--- config.mk ---
export PLATFORM = sky130hd
export DESIGN_NAME = tt_cell_pad_ctrl
export DESIGN_NICKNAME = d
export VERILOG_FILES = /design/src/rtl/tt_pad_pkg.sv /design/src/rtl/tt_pad_sync.sv /design/src/rtl/tt_cell_pad_ctrl.sv
export SDC_FILE = /design/constraint.sdc
export NUM_CORES = 1
export LEC_CHECK = 0
export CELL_PAD_IN_SITES_DETAIL_PLACEMENT = 0
export CELL_PAD_IN_SITES_GLOBAL_PLACEMENT = 2
export CORE_AREA = 2 2 77 79
export CTS_BUF_LIST = sky130_fd_sc_hd__clkbuf_2
export DETAILED_ROUTE_END_ITERATION = 10
export DIE_AREA = 0 0 79 81
export DONT_BUFFER_PORTS = 1
export PLACE_DENSITY = 0.95
export SLEW_MARGIN = 20
export SYNTH_ARGS = -nofsm -noshare
export SYNTH_HDL_FRONTEND = slang
export SYNTH_HIERARCHICAL = 1
export SYNTH_SLANG_ARGS = --single-unit
--- constraint.sdc ---
create_clock -name clk -period 3.4 [get_ports clk]
set_clock_uncertainty 0.1 [all_clocks]
set_input_delay 0.51 -clock clk [delete_from_list [all_inputs] [get_ports clk]]
set_output_delay 0.51 -clock clk [all_outputs]
set_load 0.05 [all_outputs]
--- src/rtl/tt_pad_pkg.sv ---
// Shared types and constants for the pad-control macro: pad modes, cfg_word
// field layout, the reset configuration word and the config FSM states.
package tt_pad_pkg;

  typedef enum logic [1:0] {
    MODE_DISABLED = 2'd0,
    MODE_INPUT    = 2'd1,
    MODE_OUTPUT   = 2'd2,
    MODE_BIDIR    = 2'd3
  } pad_mode_e;

  localparam int CFG_MODE_LSB = 4;
  localparam int CFG_SL_BIT   = 3;
  localparam int CFG_CS_BIT   = 2;
  localparam int CFG_PD_BIT   = 1;
  localparam int CFG_PU_BIT   = 0;

  localparam logic [5:0] CFG_RESET = 6'b00_0010;

  typedef enum logic {
    ST_IDLE  = 1'b0,
    ST_BREAK = 1'b1
  } cfg_state_e;

  // Enabling both pulls at once would fight inside the pad, so such words are refused.
  function automatic logic cfg_word_legal(input logic [5:0] word);
    return !(word[CFG_PD_BIT] && word[CFG_PU_BIT]);
  endfunction

endpackage

--- src/rtl/tt_pad_sync.sv ---
// Resettable multi-flop synchroniser bringing one pad receive bit into clk.
module tt_pad_sync #(
  parameter int STAGES = 2
) (
  input  logic clk,
  input  logic rst_n,
  input  logic d,
  output logic q
);

  logic [STAGES-1:0] ff;

  always_ff @(posedge clk or negedge rst_n) begin
    if (!rst_n) ff <= '0;
    else        ff <= {ff[STAGES-2:0], d};
  end

  assign q = ff[STAGES-1];

endmodule

--- src/rtl/tt_cell_pad_ctrl.sv ---
// Pad-control macro: per-pad shadow/active configuration with atomic commit,
// registered core-to-pad outputs and synchronised pad-to-core inputs.
//
// state    | meaning
// ---------+---------------------------------------------------------------
// ST_IDLE  | accepting WRITE/COMMIT requests, active config steady
// ST_BREAK | one-cycle commit window; OE dropped on mode-changing pads,
//          | active loaded from shadow at the closing edge
module tt_cell_pad_ctrl
  import tt_pad_pkg::*;
#(
  parameter int N_SIG       = 4,
  parameter int SYNC_STAGES = 2
) (
  input  logic             clk,
  input  logic             rst_n,
  input  logic             cfg_valid,
  output logic             cfg_ready,
  input  logic             cfg_op,
  input  logic [3:0]       cfg_sel,
  input  logic [5:0]       cfg_word,
  output logic             cfg_err,
  input  logic [N_SIG-1:0] core_out,
  input  logic [N_SIG-1:0] core_oe,
  output logic [N_SIG-1:0] core_in,
  input  logic [N_SIG-1:0] pad_Y,
  output logic [N_SIG-1:0] pad_A,
  output logic [N_SIG-1:0] pad_OE,
  output logic [N_SIG-1:0] pad_IE,
  output logic [N_SIG-1:0] pad_SL,
  output logic [N_SIG-1:0] pad_CS,
  output logic [N_SIG-1:0] pad_PD,
  output logic [N_SIG-1:0] pad_PU
);

  cfg_state_e       state, state_nxt;
  logic [5:0]       shadow [N_SIG];
  logic [5:0]       active [N_SIG];
  logic [N_SIG-1:0] oe_q;
  logic [N_SIG-1:0] sync_q;
  logic             write_go, commit_go, write_bad;

  assign write_bad = ({1'b0, cfg_sel} >= 5'(N_SIG)) || !cfg_word_legal(cfg_word);

  always_ff @(posedge clk or negedge rst_n) begin
    if (!rst_n) state <= ST_IDLE;
    else        state <= state_nxt;
  end

  always_comb begin
    state_nxt = state;
    cfg_ready = 1'b0;
    write_go  = 1'b0;
    commit_go = 1'b0;
    case (state)
      ST_IDLE: begin
        cfg_ready = 1'b1;
        if (cfg_valid) begin
          if (cfg_op) begin
            commit_go = 1'b1;
            state_nxt = ST_BREAK;
          end else begin
            write_go = 1'b1;
          end
        end
      end
      ST_BREAK: state_nxt = ST_IDLE;
      default:  state_nxt = ST_IDLE;
    endcase
  end

  always_ff @(posedge clk or negedge rst_n) begin
    if (!rst_n) begin
      for (int i = 0; i < N_SIG; i++) begin
        shadow[i] <= CFG_RESET;
        active[i] <= CFG_RESET;
      end
      cfg_err <= 1'b0;
    end else begin
      cfg_err <= write_go && write_bad;
      for (int i = 0; i < N_SIG; i++) begin
        if (write_go && !write_bad && cfg_sel == 4'(i)) shadow[i] <= cfg_word;
        if (state == ST_BREAK) active[i] <= shadow[i];
      end
    end
  end

  always_ff @(posedge clk or negedge rst_n) begin
    if (!rst_n) begin
      pad_A <= '0;
      oe_q  <= '0;
    end else begin
      pad_A <= core_out;
      oe_q  <= core_oe;
    end
  end

  always_comb begin
    pad_OE = '0;
    pad_IE = '0;
    pad_SL = '0;
    pad_CS = '0;
    pad_PD = '0;
    pad_PU = '0;
    for (int i = 0; i < N_SIG; i++) begin
      pad_IE[i] = (active[i][CFG_MODE_LSB +: 2] == MODE_INPUT) ||
                  (active[i][CFG_MODE_LSB +: 2] == MODE_BIDIR);
      pad_OE[i] = (active[i][CFG_MODE_LSB +: 2] == MODE_OUTPUT) ||
                  ((active[i][CFG_MODE_LSB +: 2] == MODE_BIDIR) && oe_q[i]);
      // Pads about to change mode are released for the break cycle so the old
      // and new driver never overlap; untouched pads keep driving.
      if (state == ST_BREAK &&
          active[i][CFG_MODE_LSB +: 2] != shadow[i][CFG_MODE_LSB +: 2])
        pad_OE[i] = 1'b0;
      pad_SL[i] = active[i][CFG_SL_BIT];
      pad_CS[i] = active[i][CFG_CS_BIT];
      pad_PD[i] = active[i][CFG_PD_BIT];
      pad_PU[i] = active[i][CFG_PU_BIT];
    end
  end

  for (genvar g = 0; g < N_SIG; g++) begin : g_sync
    tt_pad_sync #(.STAGES(SYNC_STAGES)) u_sync (
      .clk   (clk),
      .rst_n (rst_n),
      .d     (pad_Y[g]),
      .q     (sync_q[g])
    );
  end

  assign core_in = sync_q & pad_IE;

endmodule

==> out/metrics.cfg <==
[logic_synthesis]
synth_area_leader_cell=dfrtp_1
synthTopCellsByArea=dfrtp_1, mux2_2, dfstp_2
synth_common_cells=dfrtp_1, mux2_2, buf_4
netlist_area_um2=2609
synthCells=177
synth_seq_cells=66
synthMostInstantiatedCell=dfrtp_1
syn_avg_cell_area_um2=14.74
seq_area_frac_synth=0.6369
synth_enable_flop_cells=0
yosysWarnings=6
synth_top_area_frac=0.5564
syn_nets=203
synth-async-reset-ratio=1.000
yosys_most_used_dff=dfrtp_1
synthDistinctLibCells=21

[drt]
first_iter_violations=43
viasPerCell=5.052
wl_per_cell_um=17.41
wl_um=4701
vias=1364
drc_errors=0
firstDrtPassIters=4
ant_nets=0

[finish]
nFillCells=486
n_antenna_cell=0
drive_gt1_frac=0.3641
finalInstanceArea_um2=2933
layout.nets=216
area_growth_pct=12.42

[die]
ios=60
coreArea_um2=5675
die_w_um=79
dieArea_um2=6399
num_rows=28
initial_utilization=0.4597
die_y_um=81

[pwr]
irDropWorstVdd_uv=236.9
cellPowerDensity_nw_per_um2=624.2
leakage_nw=1.380

[hold_path]
hp-start=cfg_word[4]
min_path_type=input port to register

[sta]
setup_violations=0
tightest_slew_ns=0.5635
period_needed_ns=2.752
rsz0062_at_grt=false
hold_viol_final=0
fin_tns_setup_ns=0
drv_slew=0
max_freq_mhz=363.4
fin_crit_sh=0.8095
max-slew-margin-rel=0.6243

[critical_path]
end_kind=primary output
required_ns=2.79
worst_ep_arrival_time_ns=2.14
crit_fanout=6
worstSetupStartpoint=state
crit_type=register to primary output
r2r_start=state
start_kind=register

[placement]
place.gp.congestion=0.7925
numPortBuffers=0
post_dp_cell_area_um2=2572
hpwl_um=3037

[clock_network]
clock-sinks=66
clk_latency_ns=0.50
ctsLongestPathBuffers=2
cts_made_buffers=9
htreeDepth=3
post-cts-setup-buffers=0
cts_tree=built
cts_resized=0
clk_pin_slew_worst_paths_ns=0.20
cts_root_buf=clkbuf_2

[grt]
grt.total_usage=0.1610
antenna_found_initial=0
grt_pass1_wl_um=7534
grt_max_degree=67
grt_pass1_vias=1453
grt_overflow=0

[status]
status=finished, final reports clean

[run]
drv_cap=0

[sequential cells by signal, indices dropped and copies added, names as in the netlist]
signal and flops:
pad_A 4, cfg_err 1, state 1, oe_q 4
pad_PU 4, g_sync.u_sync/ff 8, pad_PD 4, shadow 24
pad_CS 4, pad_SL 4, active 8
[stage by stage]
| stage | setup slack [ns] | util | total power, mW | hold WS (ns) | instances |
|---|---|---|---|---|---|
| 2_1_floorplan | 0.4999 | - | 1.336 | 0.1144 | 177 |
| 3_3_place_gp | 1.265 | 0.4533 | 1.315 | 0.1157 | 232 |
| 3_5_place_dp | 1.205 | 0.4533 | 1.330 | 0.1154 | 232 |
| 4_1_cts | 0.6032 | 0.5097 | 1.846 | 0.004460 | 266 |
| 5_1_grt | 0.5230 | 0.5168 | 1.923 | 0.003206 | 270 |
| 6_report | 0.6478 | 0.5168 | 1.831 | 0.05199 | 270 |
[final cells by class]
class	instances	area (um2)	share of cell area
timing repair buffer	27	275.3	0.09386
tap	75	93.84	0.03200
sequential	66	1662	0.5666
clock inverter	7	77.57	0.02645
inverter	9	33.78	0.01152
clock buffer	9	45.04	0.01536
multi-input combinational	77	745.7	0.2543
[power by group]
| group | switching (mW) | internal [mW] | total [mW] | leakage (nW) |
|---|---|---|---|---|
| clock network | 0.306 | 0.176 | 0.482 | 0.0729 |
| registers | 0.236 | 0.895 | 1.13 | 0.830 |
| logic | 0.113 | 0.104 | 0.217 | 0.477 |
| total | 0.655 | 1.18 | 1.83 | 1.38 |
[routing by layer]
layer,share of wire,GRT usage
met1,0.40,0.1856
met2,0.51,0.2551
met3,0.063,0.05556
met4,0.026,0.1086
met5,0,0
[critical path: stages (launching register included)]
cell      delay [ns]
dfrtp_1         0.43
inv_1           0.41
o21ai_0         0.22
a221oi_1        0.34
buf_4           0.26
[cell usage in the layout, fill, tap and decap left out]
master and count:
mux2_2 36, nor3b_4 1, a211oi_4 1, and3_1 1
and4bb_1 1, dlygate4sd3_1 21, o21ai_0 12, nor3b_1 1
a221oi_1 4, buf_16 1, nand2_1 4, clkinv_4 2
buf_4 5, dfstp_2 8, nand4_2 1, inv_6 2
clkbuf_2 9, dfrtp_1 58, clkinv_2 1, inv_1 9
mux2_1 8, nand4b_2 2, bufinv_16 1, clkinvlp_4 1
and2b_1 1, and2_1 4
[repair_timing]
action                     CTS  global route
hold buffers                18             4
setup endpoints to repair    0             0
hold endpoints to repair    82             6
[final timing paths]
path                                          end  slack (ns)  depth (start not counted)
hold / removal                         shadow[16]        0.05                          1
max in group asynchronous              shadow[13]        2.45                          2
setup reg to reg                       shadow[22]        1.31                          4
min in group asynchronous  g_sync[3].u_sync/ff[1]        0.41                          2
hold reg to reg            g_sync[1].u_sync/ff[1]        0.28                          0
setup / recovery                        pad_OE[2]        0.65                          4
[logic make-up (layout without fill, tap and decap cells)]
| logic type | after synthesis | after routing | share of synthesized area |
|---|---|---|---|
| buffers and inverters | 34 | 52 | 0.07722 |
| AOI/OAI and AO/OA | 17 | 17 | 0.04412 |
| muxes | 44 | 44 | 0.1899 |
| and+or+nand+nor | 16 | 16 | 0.05180 |
| DFF | 66 | 66 | 0.6369 |
(Power assumes the default switching activity.)
